===== src/rtl/mem_sram_ctrl.sv =====
// mem_sram_ctrl
// Bridges 32-bit pipeline loads/stores onto a 16-bit asynchronous SRAM.
// Each word is transferred as two halfword accesses (LOW then HIGH), and
// each access is held for SRAM_WAIT clock cycles. The pipeline is stalled
// through ready while a transfer is in flight.
// The SRAM_* pin outputs are registered and are decoded from the next state,
// so they change exactly on the clock edge that enters the state they belong to.
// Legal SRAM_WAIT range is 1..15 because the wait counter is 4 bits wide.
module mem_sram_ctrl #(
    parameter int unsigned SRAM_WAIT = 2
) (
    input  logic        clk,
    input  logic        rst,
    input  logic        wr_en,
    input  logic        rd_en,
    input  logic [31:0] address,
    input  logic [31:0] wr_data,
    output logic [31:0] rd_data,
    output logic        ready,
    output logic [17:0] SRAM_ADDR,
    output logic [15:0] SRAM_DQ_out,
    output logic        SRAM_DQ_oe,
    input  logic [15:0] SRAM_DQ_in,
    output logic        SRAM_WE_N
);

    typedef enum logic [1:0] {
        ST_IDLE = 2'd0,
        ST_LOW  = 2'd1,
        ST_HIGH = 2'd2,
        ST_DONE = 2'd3
    } state_t;

    // Counter value reached on the last cycle of a halfword access.
    localparam logic [3:0]  C_CNT_LAST  = 4'(SRAM_WAIT - 32'd1);
    // Data memory starts at byte address 1024 in the processor map.
    localparam logic [31:0] C_BASE_ADDR = 32'd1024;

    // State and latched request.
    state_t      r_state;
    state_t      w_state_nxt;
    logic [3:0]  r_cnt;
    logic [3:0]  w_cnt_nxt;
    logic [31:0] r_addr;
    logic [31:0] w_addr_nxt;
    logic [31:0] r_wdata;
    logic [31:0] w_wdata_nxt;
    logic        r_op_wr;
    logic        w_op_wr_nxt;
    logic [31:0] r_rd_data;
    logic [31:0] w_rd_data_nxt;

    // Registered SRAM pins and their next values.
    logic [17:0] r_sram_addr;
    logic [17:0] w_sram_addr_nxt;
    logic [15:0] r_dq_out;
    logic [15:0] w_dq_out_nxt;
    logic        r_dq_oe;
    logic        w_dq_oe_nxt;
    logic        r_we_n;
    logic        w_we_n_nxt;

    // Helpers.
    logic        w_req;
    logic        w_cnt_last;
    logic        w_ready;
    logic [31:0] w_addr_off;
    logic [16:0] w_word;
    logic        w_unused_addr_bits;

    assign w_req      = wr_en | rd_en;
    assign w_cnt_last = (r_cnt == C_CNT_LAST);

    // Word index relative to the data base, modulo 2^32. Only 17 word bits
    // reach the 18-bit halfword bus; higher bits and the byte offset alias.
    assign w_addr_off = w_addr_nxt - C_BASE_ADDR;
    assign w_word     = w_addr_off[18:2];
    assign w_unused_addr_bits = ^{w_addr_off[31:19], w_addr_off[1:0]};

    assign rd_data     = r_rd_data;
    assign ready       = w_ready;
    assign SRAM_ADDR   = r_sram_addr;
    assign SRAM_DQ_out = r_dq_out;
    assign SRAM_DQ_oe  = r_dq_oe;
    assign SRAM_WE_N   = r_we_n;

    // Next-state, request latching, read capture and combinational stall.
    always_comb begin
        w_state_nxt   = r_state;
        w_cnt_nxt     = r_cnt;
        w_addr_nxt    = r_addr;
        w_wdata_nxt   = r_wdata;
        w_op_wr_nxt   = r_op_wr;
        w_rd_data_nxt = r_rd_data;
        w_ready       = 1'b0;
        case (r_state)
            ST_IDLE: begin
                w_ready = ~w_req;
                if (w_req) begin
                    // Store wins when both requests are raised together.
                    w_addr_nxt  = address;
                    w_wdata_nxt = wr_data;
                    w_op_wr_nxt = wr_en;
                    w_cnt_nxt   = 4'd0;
                    w_state_nxt = ST_LOW;
                end else begin
                    w_state_nxt = ST_IDLE;
                end
            end
            ST_LOW: begin
                if (w_cnt_last) begin
                    w_cnt_nxt   = 4'd0;
                    w_state_nxt = ST_HIGH;
                    if (!r_op_wr) begin
                        w_rd_data_nxt[15:0] = SRAM_DQ_in;
                    end else begin
                        w_rd_data_nxt = r_rd_data;
                    end
                end else begin
                    w_cnt_nxt = r_cnt + 4'd1;
                end
            end
            ST_HIGH: begin
                if (w_cnt_last) begin
                    w_cnt_nxt   = 4'd0;
                    w_state_nxt = ST_DONE;
                    if (!r_op_wr) begin
                        w_rd_data_nxt[31:16] = SRAM_DQ_in;
                    end else begin
                        w_rd_data_nxt = r_rd_data;
                    end
                end else begin
                    w_cnt_nxt = r_cnt + 4'd1;
                end
            end
            ST_DONE: begin
                w_ready     = 1'b1;
                w_cnt_nxt   = 4'd0;
                w_state_nxt = ST_IDLE;
            end
            default: begin
                w_ready     = 1'b0;
                w_cnt_nxt   = 4'd0;
                w_state_nxt = ST_IDLE;
            end
        endcase
    end

    // SRAM pin values for the state being entered on the next edge.
    always_comb begin
        w_sram_addr_nxt = 18'd0;
        w_dq_out_nxt    = 16'd0;
        w_dq_oe_nxt     = 1'b0;
        w_we_n_nxt      = 1'b1;
        case (w_state_nxt)
            ST_LOW: begin
                w_sram_addr_nxt = {w_word, 1'b0};
                if (w_op_wr_nxt) begin
                    w_dq_out_nxt = w_wdata_nxt[15:0];
                    w_dq_oe_nxt  = 1'b1;
                    w_we_n_nxt   = 1'b0;
                end else begin
                    w_dq_out_nxt = 16'd0;
                    w_dq_oe_nxt  = 1'b0;
                    w_we_n_nxt   = 1'b1;
                end
            end
            ST_HIGH: begin
                w_sram_addr_nxt = {w_word, 1'b1};
                if (w_op_wr_nxt) begin
                    w_dq_out_nxt = w_wdata_nxt[31:16];
                    w_dq_oe_nxt  = 1'b1;
                    w_we_n_nxt   = 1'b0;
                end else begin
                    w_dq_out_nxt = 16'd0;
                    w_dq_oe_nxt  = 1'b0;
                    w_we_n_nxt   = 1'b1;
                end
            end
            default: begin
                w_sram_addr_nxt = 18'd0;
                w_dq_out_nxt    = 16'd0;
                w_dq_oe_nxt     = 1'b0;
                w_we_n_nxt      = 1'b1;
            end
        endcase
    end

    // State register, latched request and read data; reset aborts any transfer.
    always_ff @(posedge clk) begin
        if (!rst) begin
            r_state   <= ST_IDLE;
            r_cnt     <= 4'd0;
            r_addr    <= 32'd0;
            r_wdata   <= 32'd0;
            r_op_wr   <= 1'b0;
            r_rd_data <= 32'd0;
        end else begin
            r_state   <= w_state_nxt;
            r_cnt     <= w_cnt_nxt;
            r_addr    <= w_addr_nxt;
            r_wdata   <= w_wdata_nxt;
            r_op_wr   <= w_op_wr_nxt;
            r_rd_data <= w_rd_data_nxt;
        end
    end

    // Registered SRAM pins; reset parks the bus with no strobe and no drive.
    always_ff @(posedge clk) begin
        if (!rst) begin
            r_sram_addr <= 18'd0;
            r_dq_out    <= 16'd0;
            r_dq_oe     <= 1'b0;
            r_we_n      <= 1'b1;
        end else begin
            r_sram_addr <= w_sram_addr_nxt;
            r_dq_out    <= w_dq_out_nxt;
            r_dq_oe     <= w_dq_oe_nxt;
            r_we_n      <= w_we_n_nxt;
        end
    end

endmodule


===== config.mk =====
export PLATFORM = sky130hd
export DESIGN_NAME = mem_sram_ctrl
export DESIGN_NICKNAME = d
export VERILOG_FILES = /design/src/rtl/mem_sram_ctrl.sv
export SDC_FILE = /design/constraint.sdc
export NUM_CORES = 1
export LEC_CHECK = 0
export ABC_AREA = 1
export ABC_CLOCK_PERIOD_IN_PS = 3500
export CAP_MARGIN = 5
export CORE_MARGIN = 10
export CORE_UTILIZATION = 41
export DETAILED_ROUTE_END_ITERATION = 12
export PLACE_DENSITY = 0.72
export SYNTH_ARGS = -nofsm -noshare
export SYNTH_HDL_FRONTEND = slang
export SYNTH_SLANG_ARGS = --single-unit

===== constraint.sdc =====
create_clock -name clk -period 3.5 [get_ports clk]
set_input_delay 0.875 -clock clk [delete_from_list [all_inputs] [get_ports clk]]
set_output_delay 0.875 -clock clk [all_outputs]
set_load 0.01 [all_outputs]

==> results by group <==
Setup path
  • WS Path Type: primary input to output pin
  • Crit. Startpoint: rd_en
  • Type of origin of the critical path: primary input
  • Cells on worst reg2reg path: 14
  • CP Capture Type: output pin
  • Worst setup path endpoint: ready
  • Reg2Reg Setup Slack: 0.55 ns
  • Critical R2R Launch: r_state[0]
  • Worst EP required: 2.62 ns
  • Critical path arrival: 2.43 ns
  • Crit-path max FO: 3
  • Reg2reg end: SRAM_ADDR[12]

Logic synthesis
  • Fraction of registers with async set/reset: 0
  • Yosys warning count: 0
  • Synth Net Count: 717
  • Register area share after synthesis: 0.501
  • Top post-synthesis cells by area: dfxtp_1, nand2_1, nor2_1
  • Cell taking the most area after synthesis: dfxtp_1
  • Synth Register Bits: 124
  • Commonest register cell after synthesis: dfxtp_1
  • Synthesized area per cell: 7.99 um^2
  • Syn Inst Count: 620
  • Number of distinct library cells after synthesis: 30
  • Synth Cell Area: 4950 um^2
  • Post-synth EDFFs: 0
  • Yosys top cell area share: 0.501

STA
  • Worst-Margin Slew: 1.01 ns
  • Final hold violations: 0
  • Unrepaired setup endpoints after global routing: no
  • Worst hold slack: 0.462 ns
  • PnR worst setup slack: 0.198 ns
  • Slew Limit Fails: 0
  • Fin crit share: 0.943
  • Final min period: 3.30 ns
  • Post-Route Setup TNS: 0 ns
  • Peak Freq: 303 MHz
  • Final setup fails: 0
  • Post-Route Skew: 0.00778 ns
  • Max_slew headroom: 0.323

Global route
  • Vias in the first global route: 4274
  • Antenna violations before repair: 0
  • Global route overflow: 0
  • Largest net degree at the start of global routing: 69
  • Total GRT Usage: 0.153
  • Global-route wire length before repair: 20.6 mm

Detailed routing
  • Final WL: 12.7 mm
  • Via density: 4.68
  • Post-DR wirelength/cell: 13.9 um
  • Final ANT Viol Nets: 0
  • Via Count: 4274
  • DR pass1 iterations: 5
  • DRC viols: 0
  • Iter 0 DRT Violations: 292

Layout
  • Post-route cell area: 6950 um^2
  • Fin nets: 851
  • Filler cells: 1084
  • Synth-to-Final Area Change: 40.2%
  • Ratio of cells with drive above 1 in the final layout: 0.0770
  • Count of antenna diodes in the layout: 0

Power
  • Reg power frac: 0.427
  • PwrDens: 514 nW/um^2
  • P_sw: 882 uW
  • Power share of the combinational group: 0.140
  • Peak VDD IR: 0.380 mV
  • Switch share: 0.247
  • Int Power: 2680 uW
  • Leak: 0.00296 uW
  • Clk pwr share: 0.434

Placement
  • GP Congestion: 0.799
  • Pre-CTS WS: 0.187 ns
  • Placed Area: 6420 um^2
  • PortBufs: 137
  • DPL Wire Length: 8.98 mm

Clock tree
  • Clock-pin slew on the worst setup and hold paths: 0.05 ns
  • CTS Root Cell: clkbuf_16
  • Cts hold-fix bufs: 0
  • Clk_lat worst skew: 0.41 ns
  • Clock buffer depth: 2
  • Number of post-CTS setup repair buffers: 0
  • Clock buffer count from CTS: 17
  • Post-cts repair resize count: 0
  • TritonCTS clock tree: done
  • H-tree levels: 4
  • Clk sink count: 124

Floorplan
  • Core area: 11900 um^2
  • Starting density of the core: 0.416
  • # IOs: 153
  • Row count: 40
  • Die width: 130 um
  • Full die area: 16900 um^2
  • Die height: 130 um

Hold path
  • Hold Path Class: flop to flop
  • Worst hold stages: 2

Job
  • Max-cap viol count: 0

Outcome
  • Outcome: finished, final reports clean
## through the flow
step                total power, uW  instances  utilization
detailed placement             2050        882        0.539
floorplan                      1860        620            -
global placement               2030        882        0.539
CTS                            3610        913        0.583
global route                   3750        913        0.583
finish                         3570        913        0.583
## synthesized netlist by cell type (2+ instances only)
master / n
a21oi_1: 43
buf_1: 2
buf_2: 6
buf_4: 2
buf_6: 4
clkbuf_1: 15
clkinv_1: 3
dfxtp_1: 124
ha_1: 13
inv_1: 89
inv_2: 2
mux2i_1: 8
nand2_1: 98
nand2_2: 7
nand2_4: 2
nand3_1: 10
nand3b_1: 33
nor2_1: 91
nor2_2: 3
nor2_4: 3
o21ai_0: 17
o21ai_1: 19
o22ai_1: 17
xor2_1: 3
## worst min-delay path by stage
stage | slack [ns] | end | startpoint
2_1_floorplan | 0.44 | r_cnt[3] | r_cnt[3]
3_3_place_gp | 0.45 | r_cnt[3] | r_cnt[3]
3_5_place_dp | 0.45 | rd_data[22] | rd_data[22]
4_1_cts | 0.46 | rd_data[30] | rd_data[30]
5_1_grt | 0.47 | rd_data[15] | rd_data[15]
6_report | 0.46 | rd_data[10] | rd_data[10]
## worst max-delay path, cell delays in order
cell and delay (ns):
clkdlybuf4s50_1 0.52, nor2_4 0.16, nand2_1 0.08, inv_1 0.09
nor2_1 0.04, nor2_1 0.10, clkdlybuf4s50_1 0.56
## cells by family after synthesis
group	Yosys count	share of synthesized area
flops	124	0.501
fa+ha+maj	13	0.0328
mux	8	0.0162
buf+inv	125	0.106
compound gates	98	0.106
xor+xnor	3	0.00530
simple gates	249	0.232
## sequential cells by signal (all words and copies together) (netlist names)
| register | cells |
|---|---|
| SRAM_ADDR | 18 |
| SRAM_DQ_oe | 1 |
| SRAM_DQ_out | 16 |
| SRAM_WE_N | 1 |
| r_addr | 17 |
| r_cnt | 4 |
| r_op_wr | 1 |
| r_state | 2 |
| r_wdata | 32 |
| rd_data | 32 |
## cell type report
cell class | instances | area, um^2 | area share
Multi-Input combinational cell | 371 | 1950 | 0.280
Sequential cell | 124 | 2480 | 0.357
Clock inverter | 9 | 45.0 | 0.00649
Clock buffer | 22 | 484 | 0.0697
Inverter | 94 | 353 | 0.0508
Timing Repair Buffer | 146 | 1450 | 0.209
Tap cell | 147 | 184 | 0.0265
## per-layer routing
metal  vias up  GRT usage  routed length, um
met1      1957      0.172               5550
li1       2209          -                  -
met4         0     0.0694                201
met2        96      0.257               6160
met3        12     0.0515                757
met5         -          0                  0
## cells in the final DEF, fill, tap and decap left out, drive strengths merged, types with 3 or more instances in the layout
| cell | synthesis | final |
|---|---|---|
| xor2 | 3 | 3 |
| nand3 | 10 | 10 |
| nand2 | 107 | 107 |
| inv | 91 | 91 |
| o22ai | 17 | 17 |
| ha | 13 | 13 |
| nor2 | 98 | 98 |
| a21oi | 43 | 43 |
| clkbuf | 16 | 22 |
| o21ai | 37 | 37 |
| buf | 15 | 9 |
| clkinv | 3 | 12 |
| mux2i | 8 | 8 |
| dfxtp | 124 | 124 |
| nand3b | 33 | 33 |
| clkdlybuf4s50 | 0 | 137 |
## power by group through the flow
stage	clock network, uW	logic (uW)	registers [uW]
6_report	1550	498	1520
5_1_grt	1650	565	1530
4_1_cts	1580	505	1520
3_5_place_dp	0	501	1550
3_3_place_gp	0	487	1550
2_1_floorplan	0	300	1560
(Power assumes the default switching activity.)
